<file path="src/rtl/matrix_mul_host_mailbox.sv">
// Host-side mailbox initiator for the accelerator control BRAM: writes the job
// descriptor and start word, polls word0 until busy clears, then reports status.
module matrix_mul_host_mailbox #(
  parameter int POLL_GAP       = 4,
  parameter int TIMEOUT_CYCLES = 65535,
  parameter int CNT_W          = 32
) (
  input  logic             clk,
  input  logic             rst,
  input  logic             job_valid,
  output logic             job_ready,
  input  logic [15:0]      job_m,
  input  logic [15:0]      job_n,
  input  logic [15:0]      job_k,
  output logic             done_valid,
  output logic [7:0]       done_status,
  output logic             done_timeout,
  output logic             done_reject,
  output logic [CNT_W-1:0] done_cycles,
  output logic [8:0]       bram_addr,
  output logic [63:0]      bram_din,
  input  logic [63:0]      bram_dout,
  output logic             bram_en,
  output logic             bram_we
);

  typedef enum logic [3:0] {
    IDLE, WR_D1, WR_D2, WR_GO, RD_ISSUE, RD_WAIT, CHECK, GAP, DONE
  } state_t;

  localparam logic [31:0] GAP_INIT = (POLL_GAP > 0) ? 32'(POLL_GAP - 1) : 32'd0;
  localparam logic [63:0] TO_LIM   = 64'(TIMEOUT_CYCLES);

  state_t           state, state_nxt;
  logic [15:0]      m_q, n_q, k_q;
  logic [CNT_W-1:0] cnt;
  logic [31:0]      gap_cnt;

  logic             fin, fin_reject, fin_timeout;
  logic [7:0]       fin_status;
  logic [CNT_W-1:0] fin_cycles;
  logic             dim_zero;
  logic [63:0]      desc;

  logic             en_nxt, we_nxt;
  logic [8:0]       addr_nxt;
  logic [63:0]      din_nxt;
  logic             dout_unused;

  function automatic logic [CNT_W-1:0] sat_inc(input logic [CNT_W-1:0] v);
    return (&v) ? v : v + 1'b1;
  endfunction

  assign job_ready   = (state == IDLE);
  assign dim_zero    = (job_m == 16'd0) || (job_n == 16'd0) || (job_k == 16'd0);
  // In IDLE the dimensions are not latched yet, so the first write takes them from the inputs.
  assign desc        = (state == IDLE) ? {16'd0, job_m, job_n, job_k} : {16'd0, m_q, n_q, k_q};
  assign dout_unused = ^{bram_dout[63:16], bram_dout[7:1]};

  always_comb begin
    state_nxt   = state;
    fin         = 1'b0;
    fin_reject  = 1'b0;
    fin_timeout = 1'b0;
    fin_status  = 8'd0;
    fin_cycles  = '0;
    case (state)
      IDLE: begin
        if (job_valid) begin
          if (dim_zero) begin
            state_nxt  = DONE;
            fin        = 1'b1;
            fin_reject = 1'b1;
          end else begin
            state_nxt = WR_D1;
          end
        end
      end
      WR_D1:    state_nxt = WR_D2;
      WR_D2:    state_nxt = WR_GO;
      WR_GO:    state_nxt = RD_ISSUE;
      RD_ISSUE: state_nxt = RD_WAIT;
      RD_WAIT:  state_nxt = CHECK;
      CHECK: begin
        if (!bram_dout[0]) begin
          state_nxt  = DONE;
          fin        = 1'b1;
          fin_status = bram_dout[15:8];
          fin_cycles = cnt;
        end else if ((TIMEOUT_CYCLES != 0) && (64'(cnt) >= TO_LIM)) begin
          state_nxt   = DONE;
          fin         = 1'b1;
          fin_timeout = 1'b1;
          fin_cycles  = cnt;
        end else if (POLL_GAP == 0) begin
          state_nxt = RD_ISSUE;
        end else begin
          state_nxt = GAP;
        end
      end
      GAP:     if (gap_cnt == 32'd0) state_nxt = RD_ISSUE;
      DONE:    state_nxt = IDLE;
      default: state_nxt = IDLE;
    endcase
  end

  // BRAM controls are registered from the next state so the port sees clean levels.
  always_comb begin
    en_nxt   = 1'b0;
    we_nxt   = 1'b0;
    addr_nxt = 9'd0;
    din_nxt  = 64'd0;
    case (state_nxt)
      WR_D1: begin
        en_nxt   = 1'b1;
        we_nxt   = 1'b1;
        addr_nxt = 9'd1;
        din_nxt  = desc;
      end
      WR_D2: begin
        en_nxt   = 1'b1;
        we_nxt   = 1'b1;
        addr_nxt = 9'd2;
        din_nxt  = desc;
      end
      WR_GO: begin
        en_nxt  = 1'b1;
        we_nxt  = 1'b1;
        din_nxt = 64'd1;
      end
      RD_ISSUE: en_nxt = 1'b1;
      default: ;
    endcase
  end

  always_ff @(posedge clk) begin
    if (rst) begin
      state        <= IDLE;
      m_q          <= 16'd0;
      n_q          <= 16'd0;
      k_q          <= 16'd0;
      cnt          <= '0;
      gap_cnt      <= 32'd0;
      done_valid   <= 1'b0;
      done_status  <= 8'd0;
      done_timeout <= 1'b0;
      done_reject  <= 1'b0;
      done_cycles  <= '0;
      bram_en      <= 1'b0;
      bram_we      <= 1'b0;
      bram_addr    <= 9'd0;
      bram_din     <= 64'd0;
    end else begin
      state      <= state_nxt;
      done_valid <= fin;
      bram_en    <= en_nxt;
      bram_we    <= we_nxt;
      bram_addr  <= addr_nxt;
      bram_din   <= din_nxt;
      if (state == IDLE && job_valid) begin
        m_q <= job_m;
        n_q <= job_n;
        k_q <= job_k;
      end
      if (state == WR_GO) begin
        cnt <= '0;
      end else if (state == RD_ISSUE || state == RD_WAIT || state == CHECK || state == GAP) begin
        cnt <= sat_inc(cnt);
      end
      if (state == CHECK) begin
        gap_cnt <= GAP_INIT;
      end else if (state == GAP && gap_cnt != 32'd0) begin
        gap_cnt <= gap_cnt - 32'd1;
      end
      if (fin) begin
        done_status  <= fin_status;
        done_timeout <= fin_timeout;
        done_reject  <= fin_reject;
        done_cycles  <= fin_cycles;
      end
    end
  end

endmodule
</file>
<file path="config.mk">
export PLATFORM = sky130hd
export DESIGN_NAME = matrix_mul_host_mailbox
export DESIGN_NICKNAME = d
export VERILOG_FILES = /design/src/rtl/matrix_mul_host_mailbox.sv
export SDC_FILE = /design/constraint.sdc
export NUM_CORES = 1
export LEC_CHECK = 0
export CAP_MARGIN = 20
export CORE_MARGIN = 2
export CORE_UTILIZATION = 60
export DETAILED_ROUTE_END_ITERATION = 6
export DONT_BUFFER_PORTS = 1
export GPL_ROUTABILITY_DRIVEN = 0
export HOLD_SLACK_MARGIN = 0.06
export PLACE_DENSITY = 0.85
export SLEW_MARGIN = 20
export SYNTH_ARGS = -nofsm -noshare
export SYNTH_HDL_FRONTEND = slang
export SYNTH_SLANG_ARGS = --single-unit
export TNS_END_PERCENT = 30
</file>
<file path="constraint.sdc">
create_clock -name clk -period 3.05 [get_ports clk]
set_input_delay 0.4575 -clock clk [delete_from_list [all_inputs] [get_ports clk]]
set_output_delay 0.4575 -clock clk [all_outputs]
set_load 0.02 [all_outputs]
</file>
==> impl_metrics.json, run 1 <==
{
  "core_sq_mm": 0.01459,
  "drive_above_1_share": 0.07263,
  "swShare": 0.2682,
  "seq_area_sq_mm": 0.004224,
  "internal_power_uw": 4582,
  "critPathTopFamily": "compound AO/OA/AOI/OAI gates",
  "slew_headroom": 0.5101,
  "drt-wirelength-per-cell_um": 17.87,
  "power.density_mw_per_mm2": 644.2,
  "syn_inst": 1090,
  "cts_root_buffer": "clkbuf_16",
  "worst_pin_slew_ns": 0.7348,
  "clock_skew_ns": 0.01796,
  "combPwrFrac": 0.098,
  "drv_slew": 0,
  "ctsHtreeMaxLevel": 1,
  "startpoint_type": "flop",
  "drt_iter0_markers": 795,
  "setup_viol": 0,
  "cellLeakagePower_uw": 0.003465,
  "min_path_type": "primary input to flop",
  "syn_area_sq_mm": 0.008989,
  "cts_buffer_depth": 3,
  "p_sw_uw": 1679,
  "rsz0062_at_grt": "false",
  "async_reset_ff_frac": 0,
  "port_buffers": 0,
  "grt_pass1_vias": 7354,
  "stdcell_count": 1258,
  "setup_slack_ns": 0.3340,
  "grt_max_degree": 83,
  "fmaxAchievable_ghz": 0.3682,
  "cp_slowest_cell": "or4_1",
  "cp_data_arrival_time_ns": 3.14,
  "die_x_um": 126.4,
  "worstRegToRegCells": 6,
  "ys_warn_count": 0,
  "required_ns": 3.48,
  "vias": 8078,
  "setup.worst_path.end": "cnt[4]$_SDFFE_PP0P_",
  "diodes": 0,
  "clk_pin_slew_worst_paths_ns": 0.06,
  "dpl.hpwl_mm": 14.10,
  "timing.rr.start": "cnt[0]$_SDFFE_PP0P_",
  "worst-path-buf-inv": 0,
  "ys_seq_elements": 211,
  "cts_tree": "built",
  "antenna_found_initial": 0,
  "hold_depth": 2,
  "multi_input_area_sq_mm": 0.004332,
  "crit_path_max_incr_delay_ns": 0.68,
  "total_power_uw": 6261,
  "setup-tns-final_ns": 0,
  "initial_core_util": 0.6161,
  "synth_flop_cell": "dfxtp_1",
  "min_period_ns": 2.716,
  "dieHeight_um": 126.4,
  "endpoint_kind": "flop",
  "die_area_sq_mm": 0.01598,
  "vias_per_cell": 6.421,
  "num_rows": 44,
  "final_cell_mix": "nand2_1, dfxtp_1, a21oi_1",
  "min_period_over_period": 0.8905,
  "final_common_cell": "nand2_1",
  "place_ws_ns": 0.5953,
  "n_fill_cell": 1161,
  "grt-ovfl-total": 0,
  "fin_nets": 1176,
  "insertion_delay_ns": 0.51,
  "ant_nets": 0,
  "grt_usage": 0.2712,
  "dp_cells": 1216,
  "cap_violations": 0,
  "outcome": "finished clean",
  "crit_start": "cnt[0]$_SDFFE_PP0P_",
  "drc": 0,
  "r2r-end": "cnt[4]$_SDFFE_PP0P_",
  "worstSetupPathType": "flop to flop",
  "postCtsSetupRepairBufs": 0,
  "avgSynthCellArea_sq_um": 8.246,
  "seqPwrFrac": 0.489,
  "path_cells": "ha_1 -> nand4_1 -> or4_1 -> o31ai_1 -> o21ai_0 -> a21oi_1",
  "synth_enable_flop_cells": 0,
  "cts_buffers": 22,
  "first_pass_iters": 5,
  "hold_violations": 0,
  "peakVddDrop_uv": 439.4,
  "crit_fanout": 6,
  "r2r_setup_slack_ns": 0.33,
  "synth.distinct_cells": 74,
  "grt_pass1_wl_mm": 36.53,
  "pwr-share-clk": 0.413,
  "path_depth": 6,
  "cts_sinks": 211,
  "ios": 234,
  "area.growth.synth_to_final_pct": 8.129,
  "synth-seq-area-share": 0.4699,
  "wl_mm": 22.48
}
state kept, by name, summed over array words and instances (netlist names):
name / count
bram_din: 48
cnt: 32
done_cycles: 32
gap_cnt: 32
k_q: 16
m_q: 16
n_q: 16
done_status: 8
state: 4
bram_addr: 2
bram_en: 1
bram_we: 1
done_reject: 1
done_timeout: 1
done_valid: 1
cells by family after synthesis:
group / synth area share
compound gates: 0.1959
other cells: 0.0004172
buf+inv: 0.05902
fa+ha+maj: 0.002784
mux: 0.007795
flops: 0.4699
xor+xnor: 0.008770
simple gates: 0.2554
metrics by stage:
step | utilization | hold slack [ns] | instance area, sq um
floorplan | - | 0.4357 | 9071
global placement | 0.6148 | 0.4355 | 8970
detailed placement | 0.6148 | 0.4407 | 8970
CTS | 0.6655 | 0.06621 | 9709
global route | 0.6662 | 0.06299 | 9719
finish | 0.6662 | 0.07736 | 9719
per-layer routing:
layer,GRT usage,vias to the layer above,share of wire
met1,0.3617,3829,0.41
met4,0.1067,0,0.034
met5,0,-,0
met2,0.4316,370,0.48
li1,-,3816,-
met3,0.05905,63,0.081
area by class of cell:
cell class | count | share of cell area
Clock buffer | 33 | 0.06501
Clock inverter | 6 | 0.007209
Inverter | 15 | 0.005793
Multi-Input combinational cell | 789 | 0.4457
Sequential cell | 211 | 0.4346
Tap cell | 184 | 0.02369
Timing Repair Buffer | 20 | 0.01802
what timing repair did:
action / 4_1_cts / 5_1_grt
endpoints found under the hold margin: 82 / 1
hold buffers: 2 / 1
gates resized for setup: 0 / 0
how the worst min path moves through the flow:
stage / to / slack (ns) / start
detailed placement: m_q[6]$_SDFFE_PP0P_ / 0.44 / m_q[6]$_SDFFE_PP0P_
floorplan: k_q[0]$_SDFFE_PP0P_ / 0.44 / k_q[0]$_SDFFE_PP0P_
global placement: k_q[0]$_SDFFE_PP0P_ / 0.44 / k_q[0]$_SDFFE_PP0P_
finish: n_q[14]$_SDFFE_PP0P_ / 0.08 / job_n[14]
global route: done_cycles[16]$_SDFFE_PP0P_ / 0.06 / rst
CTS: done_cycles[26]$_SDFFE_PP0P_ / 0.07 / rst
Yosys cell counts (2+ instances only):
cell | count | area, sq um
nand2_1 | 239 | 897.1
dfxtp_1 | 211 | 4224
a21oi_1 | 164 | 820.8
clkbuf_1 | 55 | 206.5
nand3_1 | 41 | 205.2
o211ai_1 | 29 | 217.7
or3_1 | 29 | 181.4
or4_1 | 28 | 210.2
buf_4 | 26 | 195.2
nor4_1 | 26 | 162.7
nor2_1 | 23 | 86.33
o21ai_0 | 22 | 110.1
o31ai_1 | 21 | 157.7
nand4_1 | 16 | 100.1
inv_1 | 13 | 48.80
nor3_1 | 13 | 65.06
buf_2 | 10 | 50.05
a22o_1 | 8 | 70.07
o32ai_1 | 8 | 70.07
xnor2_1 | 8 | 70.07
and4_1 | 7 | 61.31
mux2i_1 | 7 | 70.07
a31oi_1 | 6 | 37.54
buf_1 | 6 | 22.52
nand2b_1 | 4 | 25.02
or2_2 | 4 | 25.02
a21o_1 | 3 | 22.52
a311oi_1 | 3 | 26.28
a31o_2 | 3 | 26.28
and3_1 | 3 | 18.77
o211a_1 | 3 | 30.03
and2_1 | 2 | 12.51
ha_1 | 2 | 25.02
nor2_2 | 2 | 12.51
nor2b_1 | 2 | 12.51
o21ai_1 | 2 | 10.01
o41ai_1 | 2 | 17.52
or3_2 | 2 | 15.01
or4_4 | 2 | 22.52
power groups by stage:
stage | combinational [uW] | clock, uW | sequential [uW]
finish | 614 | 2580 | 3060
global route | 681 | 2740 | 3080
CTS | 604 | 2620 | 3060
detailed placement | 575 | 0 | 3120
global placement | 560 | 0 | 3120
floorplan | 497 | 0 | 3100
worst reg2reg max path: stages (launching register included):
cell	delay (ns)
dfxtp_1	0.42
ha_1	0.24
nand4_1	0.27
or4_1	0.68
o31ai_1	0.57
o21ai_0	0.25
a21oi_1	0.20
(Power assumes the default switching activity.)
==> inputs of run 2 (changes only) <==
- CELL_PAD_IN_SITES_DETAIL_PLACEMENT: not set -> 1
- CELL_PAD_IN_SITES_GLOBAL_PLACEMENT: not set -> 2
- CORE_UTILIZATION: 60 -> 36
- GPL_ROUTABILITY_DRIVEN: 0 -> 1
- PLACE_DENSITY: 0.85 -> 0.87
==> impl_metrics.json, run 2 (synthesized netlist as in run 1, its figures left out) <==
{
  "outcome": "finished clean",
  "grt_pass1_vias": 7782,
  "endpoint_kind": "flop",
  "drc": 0,
  "path_depth": 8,
  "largest_register_ffs": 48,
  "die_area_sq_mm": 0.02625,
  "grt-ovfl-total": 0,
  "n_fill_cell": 2912,
  "place_ws_ns": 0.5278,
  "vias_per_cell": 5.621,
  "cts_tree": "built",
  "cts_root_buffer": "clkbuf_16",
  "ant_nets": 0,
  "drt-wirelength-per-cell_um": 19.25,
  "area.growth.synth_to_final_pct": 11.41,
  "critPathTopFamily": "simple AND/OR/NAND/NOR gates",
  "min_path_type": "primary input to flop",
  "r2r-end": "bram_addr[1]$_SDFF_PP0_",
  "final_common_cell": "nand2_1",
  "setup_slack_ns": 0.5992,
  "setup_viol": 0,
  "cts_buffers": 24,
  "min_period_ns": 2.451,
  "drive_above_1_share": 0.08163,
  "insertion_delay_ns": 0.51,
  "utilization": 0.4106,
  "crit_path_max_incr_delay_ns": 0.50,
  "dieHeight_um": 162.0,
  "postCtsSetupRepairBufs": 0,
  "multi_input_area_sq_mm": 0.004338,
  "ctsHtreeMaxLevel": 1,
  "crit_fanout": 23,
  "first_pass_iters": 4,
  "die_x_um": 162.0,
  "port_buffers": 0,
  "slew_headroom": 0.4343,
  "core_sq_mm": 0.02439,
  "cp_data_arrival_time_ns": 2.87,
  "cts_sinks": 211,
  "regMostFlops": "bram_din",
  "crit_start": "gap_cnt[1]$_SDFFE_PP0P_",
  "diodes": 0,
  "timing.rr.start": "gap_cnt[1]$_SDFFE_PP0P_",
  "fmaxAchievable_ghz": 0.4080,
  "num_rows": 57,
  "r2r_setup_slack_ns": 0.60,
  "hold_violations": 0,
  "required_ns": 3.47,
  "rsz0062_at_grt": "false",
  "setup-tns-final_ns": 0,
  "final_cell_mix": "nand2_1, dfxtp_1, a21oi_1",
  "cap_violations": 0,
  "cts_buffer_depth": 3,
  "grt_max_degree": 92,
  "clock_skew_ns": 0.009469,
  "worstRegToRegCells": 8,
  "grt_usage": 0.2024,
  "worst-path-buf-inv": 2,
  "grt_pass1_wl_mm": 43.37,
  "ios": 234,
  "initial_core_util": 0.3685,
  "clk_pin_slew_worst_paths_ns": 0.06,
  "power.density_mw_per_mm2": 662.9,
  "peakVddDrop_uv": 308.5,
  "dpl.hpwl_mm": 17.82,
  "vias": 7880,
  "wl_mm": 26.98,
  "cellLeakagePower_uw": 0.003527,
  "antenna_found_initial": 0,
  "cp_slowest_cell": "or3b_2",
  "seq_area_sq_mm": 0.004224,
  "worstSetupPathType": "flop to flop",
  "startpoint_type": "flop",
  "worst_pin_slew_ns": 0.8486,
  "path_cells": "inv_1 -> ha_1 -> or3b_2 -> nor4_1 -> and4_1 -> buf_4 -> o211a_1 -> nor4b_2",
  "drv_slew": 0,
  "drt_iter0_markers": 399,
  "min_period_over_period": 0.8035,
  "gp_congestion": 0.7994,
  "setup.worst_path.end": "bram_addr[1]$_SDFF_PP0_",
  "fin_nets": 1179
}
==> run 2: changes by cell type in the layout (fill, tap and decap cells not counted), sizes merged <==
cell / change
clkbuf: +2
dlygate4sd3: -1
clkinvlp: +1
buf: +2
inv: -1
bufinv: +1
==> run 2: worst min-delay path by stage <==
| stage | start | to | slack [ns] | cells past startpoint |
|---|---|---|---|---|
| final | job_n[1] | n_q[1]$_SDFFE_PP0P_ | 0.08 | 2 |
| after global routing | job_n[15] | n_q[15]$_SDFFE_PP0P_ | 0.07 | 2 |
| after CTS | job_n[6] | n_q[6]$_SDFFE_PP0P_ | 0.06 | 2 |
| after detailed placement | m_q[12]$_SDFFE_PP0P_ | m_q[12]$_SDFFE_PP0P_ | 0.44 | 2 |
| after global placement | k_q[0]$_SDFFE_PP0P_ | k_q[0]$_SDFFE_PP0P_ | 0.44 | 2 |
| after floorplan | k_q[0]$_SDFFE_PP0P_ | k_q[0]$_SDFFE_PP0P_ | 0.44 | 2 |
==> run 2: final cells by class <==
type | count | area share
clock buffer | 35 | 0.07221
clock inverter | 7 | 0.008746
inverter | 15 | 0.005622
multi-input combinational | 789 | 0.4332
sequential | 211 | 0.4218
tap | 324 | 0.04048
timing repair buffer | 21 | 0.01799
==> run 2: report_power, final <==
| part | switching, uW | internal (uW) | leakage (uW) |
|---|---|---|---|
| Sequential | 165 | 2900 | 0.00171 |
| Combinational | 477 | 164 | 0.00141 |
| Clock | 1130 | 1800 | 0.000400 |
==> run 2: stage by stage <==
step | instances | hold slack (ns) | area, sq um | power, uW
after floorplan | 1112 | 0.4357 | 9071 | 3596
after global placement | 1358 | 0.4377 | 9161 | 3722
after detailed placement | 1358 | 0.4437 | 9166 | 3741
after CTS | 1402 | 0.06057 | 10010 | 6707
after global routing | 1402 | 0.06687 | 10010 | 6920
final | 1402 | 0.07854 | 10010 | 6639
==> run 2: metal layers <==
metal  vias up  share of wire  track usage
li1       3812              -            -
met1      3846           0.45       0.2614
met2       173           0.48       0.3408
met4         0          0.028      0.05953
met3        49          0.049      0.04341
met5         -              0            0
==> run 2: what timing repair did <==
action,CTS,global route
endpoints found under the hold margin,91,0
resized for setup,0,0
hold buffers,2,0
